$ cat config.mk
export PLATFORM = sky130hd
export DESIGN_NAME = hcsr04_emulador
export DESIGN_NICKNAME = d
export VERILOG_FILES = /design/src/rtl/hcsr04_emulador.sv
export SDC_FILE = /design/constraint.sdc
export NUM_CORES = 1
export LEC_CHECK = 0
export BUFFER_PORTS_ARGS = -buffer_cell sky130_fd_sc_hd__buf_4
export CAP_MARGIN = 5
export CORE_AREA = 2 2 127 129
export CTS_CLUSTER_DIAMETER = 40
export DETAILED_ROUTE_END_ITERATION = 10
export DIE_AREA = 0 0 129 131
export PLACE_DENSITY_LB_ADDON = 0.25
export SYNTH_ARGS = -nofsm -noshare
export SYNTH_HDL_FRONTEND = slang
export SYNTH_SLANG_ARGS = --single-unit
$ cat constraint.sdc
create_clock -name clock -period 10.8 [get_ports clock]
set_input_delay 1.62 -clock clock [delete_from_list [all_inputs] [get_ports clock]]
set_output_delay 1.62 -clock clock [all_outputs]
set_load 0.02 [all_outputs]
$ cat src/rtl/hcsr04_emulador.sv
// HC-SR04 responder: accepts a trigger pulse of at least MIN_TRIGGER cycles,
// waits ATRASO cycles, then drives an echo whose width encodes distancia (cm).
//
// state         | code | meaning
// st_inicial    | 0    | one cycle after reset release
// st_espera     | 1    | idle, armed once trigger has been seen low
// st_mede       | 2    | trigger high, counting its width
// st_atraso     | 3    | transducer delay before echo rises
// st_echo_alto  | 4    | echo high, counting down the encoded width
// st_holdoff    | 5    | post-echo dead time, triggers ignored
module hcsr04_emulador #(
  parameter int MIN_TRIGGER   = 500,
  parameter int ATRASO        = 20000,
  parameter int CICLOS_POR_CM = 2941,
  parameter int DIST_MAX      = 400,
  parameter int TIMEOUT       = 1900000,
  parameter int HOLDOFF       = 50000
) (
  input  logic       clock,
  input  logic       reset,
  input  logic       trigger,
  input  logic [8:0] distancia,
  output logic       echo,
  output logic       ocupado,
  output logic [3:0] db_estado
);

  typedef enum logic [3:0] {
    st_inicial   = 4'h0,
    st_espera    = 4'h1,
    st_mede      = 4'h2,
    st_atraso    = 4'h3,
    st_echo_alto = 4'h4,
    st_holdoff   = 4'h5
  } estado_t;

  localparam logic [21:0] MIN_C      = 22'(MIN_TRIGGER);
  localparam logic [21:0] ATRASO_FIM = 22'(ATRASO - 1);
  localparam logic [21:0] CPC_C      = 22'(CICLOS_POR_CM);
  localparam logic [21:0] TIMEOUT_C  = 22'(TIMEOUT);
  localparam logic [21:0] HOLDOFF_C  = 22'(HOLDOFF);
  localparam logic [8:0]  DIST_MAX_C = 9'(DIST_MAX);

  estado_t     estado_q, estado_d;
  logic [21:0] cnt_q, cnt_d;
  logic [8:0]  dist_q, dist_d;
  logic        echo_q, echo_d;
  logic        ocupado_q, ocupado_d;
  logic        trig_prev_q, trig_prev_d;
  logic [21:0] largura;

  // Next-state and next-output logic; one shared counter serves every timed state.
  always_comb begin
    estado_d    = estado_q;
    cnt_d       = cnt_q;
    dist_d      = dist_q;
    echo_d      = echo_q;
    ocupado_d   = ocupado_q;
    trig_prev_d = trigger;
    // Out-of-range or zero distance reports the sensor's no-echo timeout width.
    if (dist_q == 9'd0 || dist_q > DIST_MAX_C)
      largura = TIMEOUT_C;
    else
      largura = 22'(dist_q) * CPC_C;

    case (estado_q)
      st_inicial: begin
        estado_d  = st_espera;
        echo_d    = 1'b0;
        ocupado_d = 1'b0;
        cnt_d     = '0;
      end
      st_espera: begin
        // Require a rising edge so a trigger stuck high never starts a measurement.
        if (trigger && !trig_prev_q) begin
          estado_d = st_mede;
          cnt_d    = 22'd1;
        end
      end
      st_mede: begin
        if (trigger) begin
          if (cnt_q < MIN_C) cnt_d = cnt_q + 22'd1;
        end else if (cnt_q >= MIN_C) begin
          estado_d  = st_atraso;
          dist_d    = distancia;
          ocupado_d = 1'b1;
          cnt_d     = '0;
        end else begin
          estado_d = st_espera;
        end
      end
      st_atraso: begin
        if (cnt_q == ATRASO_FIM) begin
          estado_d = st_echo_alto;
          echo_d   = 1'b1;
          cnt_d    = largura;
        end else begin
          cnt_d = cnt_q + 22'd1;
        end
      end
      st_echo_alto: begin
        if (cnt_q <= 22'd1) begin
          estado_d = st_holdoff;
          echo_d   = 1'b0;
          cnt_d    = HOLDOFF_C;
        end else begin
          cnt_d = cnt_q - 22'd1;
        end
      end
      st_holdoff: begin
        if (cnt_q <= 22'd1) begin
          estado_d  = st_espera;
          ocupado_d = 1'b0;
          cnt_d     = '0;
        end else begin
          cnt_d = cnt_q - 22'd1;
        end
      end
      default: begin
        estado_d  = st_inicial;
        echo_d    = 1'b0;
        ocupado_d = 1'b0;
        cnt_d     = '0;
      end
    endcase
  end

  // State, counter and registered outputs; reset drops echo immediately.
  always_ff @(posedge clock or posedge reset) begin
    if (reset) begin
      estado_q    <= st_inicial;
      cnt_q       <= '0;
      dist_q      <= '0;
      echo_q      <= 1'b0;
      ocupado_q   <= 1'b0;
      trig_prev_q <= 1'b0;
    end else begin
      estado_q    <= estado_d;
      cnt_q       <= cnt_d;
      dist_q      <= dist_d;
      echo_q      <= echo_d;
      ocupado_q   <= ocupado_d;
      trig_prev_q <= trig_prev_d;
    end
  end

  assign echo      = echo_q;
  assign ocupado   = ocupado_q;
  assign db_estado = estado_q;

endmodule

==> impl_metrics.env <==
export IMPL_yosys_area_share_xor_xnor=0.0363
export IMPL_syn_num_nets=753
export IMPL_fmax_mhz=206
export IMPL_avgSynthCellArea_um2=8.20
export IMPL_hpwl_um=10800
export IMPL_gp_congestion=0.893
export IMPL_relSlewSlack=0.283
export IMPL_synth_area_mux_share=0.0228
export IMPL_ant_nets=0
export IMPL_cts_num_sinks=37
export IMPL_busiest_layer="met2"
export IMPL_drv_slew=0
export IMPL_antenna_found_initial=0
export IMPL_clk_latency_ps=300
export IMPL_synth_cells=648
export IMPL_drc=0
export IMPL_min_period_ps=4860
export IMPL_cts_tree="built"
export IMPL_setup_viol=0
export IMPL_dr_pass1_iters=5
export IMPL_hold_viol=0
export IMPL_port_buffer_count=16
export IMPL_synthDistinctLibCells=71
export IMPL_cts_setup_buffers=0
export IMPL_grt_pass1_vias=4648
export IMPL_synth_top_family_by_area="adder cells"
export IMPL_p_total_w=0.000599
export IMPL_grt_pass1_wl_um=23800
export IMPL_cts_repair_resized=0
export IMPL_dp_cells=850
export IMPL_ys_seq_area_frac=0.174
export IMPL_rows=46
export IMPL_utilization=0.367
export IMPL_drt_iter0_markers=354
export IMPL_critPathKind="reg -> reg"
export IMPL_layout_drive_gt1_share=0.0935
export IMPL_synth_edff_count=0
export IMPL_use_met1=0.228
export IMPL_crit_path_max_fanout=10
export IMPL_finalNonFillerCells=858
export IMPL_yosys_warnings=0
export IMPL_min_path_type="reg -> reg"
export IMPL_yosys_area_share_simple=0.181
export IMPL_status="complete, no violations"
export IMPL_syn_to_final_growth_pct=7.82
export IMPL_fp_dieH_um=131
export IMPL_routed_wirelength_um=13900
export IMPL_root_buffer="clkbuf_16"
export IMPL_use_met3=0.0232
export IMPL_n_antenna_cell=0
export IMPL_synth_compound_area_frac=0.212
export IMPL_synth_async_reset_ratio=1.00
export IMPL_pin_count=18
export IMPL_synth_area_um2=5310
export IMPL_overflow=0
export IMPL_fin_setup_tns_ps=0
export IMPL_cts_hold_buf=0
export IMPL_die_x_um=129
export IMPL_track_usage=0.179
export IMPL_crit_arrival_ps=5050
export IMPL_grt_max_degree=38
export IMPL_fin_crit_sh=0.450
export IMPL_rsz0062_at_grt="no"
export IMPL_ys_seq_elements=37
export IMPL_dieArea_um2=16900
export IMPL_core_um2=15600
export IMPL_cp_start_kind="register"
export IMPL_timing_hold_ws_ps=531
export IMPL_wire_per_inst_um=16.2
export IMPL_maxCapViolCount=0
export IMPL_clkTransAtPathRegs_ps=60
export IMPL_routed_via_density=5.33
export IMPL_crit_path_end_kind="register"
export IMPL_ir_worst_vdd_uv=61.8
export IMPL_cts_buffers=5
export IMPL_required_ps=10980
export IMPL_leakage_nw=2.84
export IMPL_nNetsFinal=746
export IMPL_vias=4575
export IMPL_yosys_area_share_adder=0.271
export IMPL_p_per_area_nw_per_um2=105
export IMPL_final_fill_count=1610
export IMPL_synth_ff_type="dfrtp_1"
export IMPL_htreeDepth=2
export IMPL_skew_ps=4.88
export IMPL_met2_usage=0.308
export IMPL_cts_path_max_buffers=2
export IMPL_start_util=0.341
export IMPL_tightest_slew_ps=1070
-- where the power goes --
part | total, W | switching [W] | leakage [nW] | internal [W]
Combinational | 0.000251 | 0.000169 | 2.26 | 0.0000819
Sequential | 0.000166 | 0.0000199 | 0.504 | 0.000146
Clock | 0.000182 | 0.0000670 | 0.0831 | 0.000115
-- metrics by stage --
stage	worst slack [ps]	cell area [um2]
after floorplan	6260	5310
after global placement	6050	5550
after detailed placement	5940	5550
after CTS	5910	5730
after global routing	5610	5730
final	5940	5730
-- layout make-up --
class / instances / area [um2] / share of cell area
Timing Repair Buffer: 20 / 150 / 0.0262
Inverter: 95 / 357 / 0.0622
Clock buffer: 6 / 139 / 0.0242
Multi-Input combinational cell: 482 / 3850 / 0.672
Tap cell: 216 / 270 / 0.0472
Sequential cell: 37 / 926 / 0.162
Clock inverter: 2 / 37.5 / 0.00655
-- cell usage after synthesis (4+ instances only) --
master | number | area [um2]
a211oi_1 | 4 | 30.0
a21o_1 | 15 | 113
a21oi_1 | 44 | 220
a22o_1 | 5 | 43.8
a22oi_1 | 5 | 37.5
a41oi_1 | 4 | 35.0
and2_1 | 5 | 31.3
and3_1 | 6 | 37.5
and4_1 | 4 | 35.0
buf_2 | 7 | 35.0
buf_4 | 6 | 45.0
clkbuf_1 | 18 | 67.6
dfrtp_1 | 37 | 926
fa_1 | 37 | 741
ha_1 | 56 | 701
inv_1 | 94 | 353
mux2_2 | 9 | 101
nand2_1 | 39 | 146
nand3_1 | 18 | 90.1
nand4_1 | 11 | 68.8
nor2_1 | 48 | 180
nor3_1 | 18 | 90.1
o21ai_0 | 42 | 210
o21ai_1 | 16 | 80.1
or3_1 | 4 | 25.0
or4_1 | 4 | 30.0
xnor2_1 | 12 | 105
xor2_1 | 10 | 87.6
-- final timing paths --
path                                start         to  slack [ps]  cells past startpoint
worst max-delay path            dist_q[7]  cnt_q[19]        5940                     17
worst min-delay path              ocupado    ocupado         530                      2
worst max register to register  dist_q[7]  cnt_q[19]        5940                     17
worst min register to register    ocupado    ocupado         530                      2
max in group asynchronous           reset   cnt_q[1]        8990                      3
min in group asynchronous           reset  dist_q[7]        1450                      3
-- logic make-up (layout without fill, tap and decap cells) --
logic type	after synthesis	after routing
buf+inv	129	123
mux	11	11
xor+xnor	22	22
compound gates	175	175
flops	37	37
other cells	1	1
simple gates	180	180
fa+ha+maj	93	93
-- sequential cells by signal, summed over array words and instances, names as in the netlist --
name / flops
cnt_q: 22
dist_q: 9
db_estado: 3
echo: 1
ocupado: 1
trig_prev_q: 1
-- worst max-delay path, cell delays in order, from the launching register on --
cell	delay [ps]
dfrtp_1	530
fa_1	650
inv_1	70
fa_1	480
inv_1	50
fa_1	520
inv_1	50
fa_1	520
inv_1	40
ha_1	350
nand3_1	140
o211ai_1	100
o21ai_0	300
o32ai_1	150
a211oi_1	270
xor2_1	180
a21oi_1	90
a211o_1	240
-- placed cells by master (no fill, tap or decap), types with 6 or more instances in the layout --
master / instances
and3_1: 6
buf_4: 20
nor3_1: 18
a21oi_1: 44
xor2_1: 10
o21ai_0: 42
ha_1: 56
mux2_2: 9
nand4_1: 11
dfrtp_1: 37
nand3_1: 18
nor2_1: 48
xnor2_1: 12
nand2_1: 39
inv_1: 94
fa_1: 37
o21ai_1: 16
a21o_1: 15
-- layer usage --
metal / vias up / share of wire
met1: 2186 / 0.45
met4: 0 / 0.036
li1: 2233 / -
met5: - / 0
met3: 38 / 0.037
met2: 118 / 0.48
(Power assumes the default switching activity.)
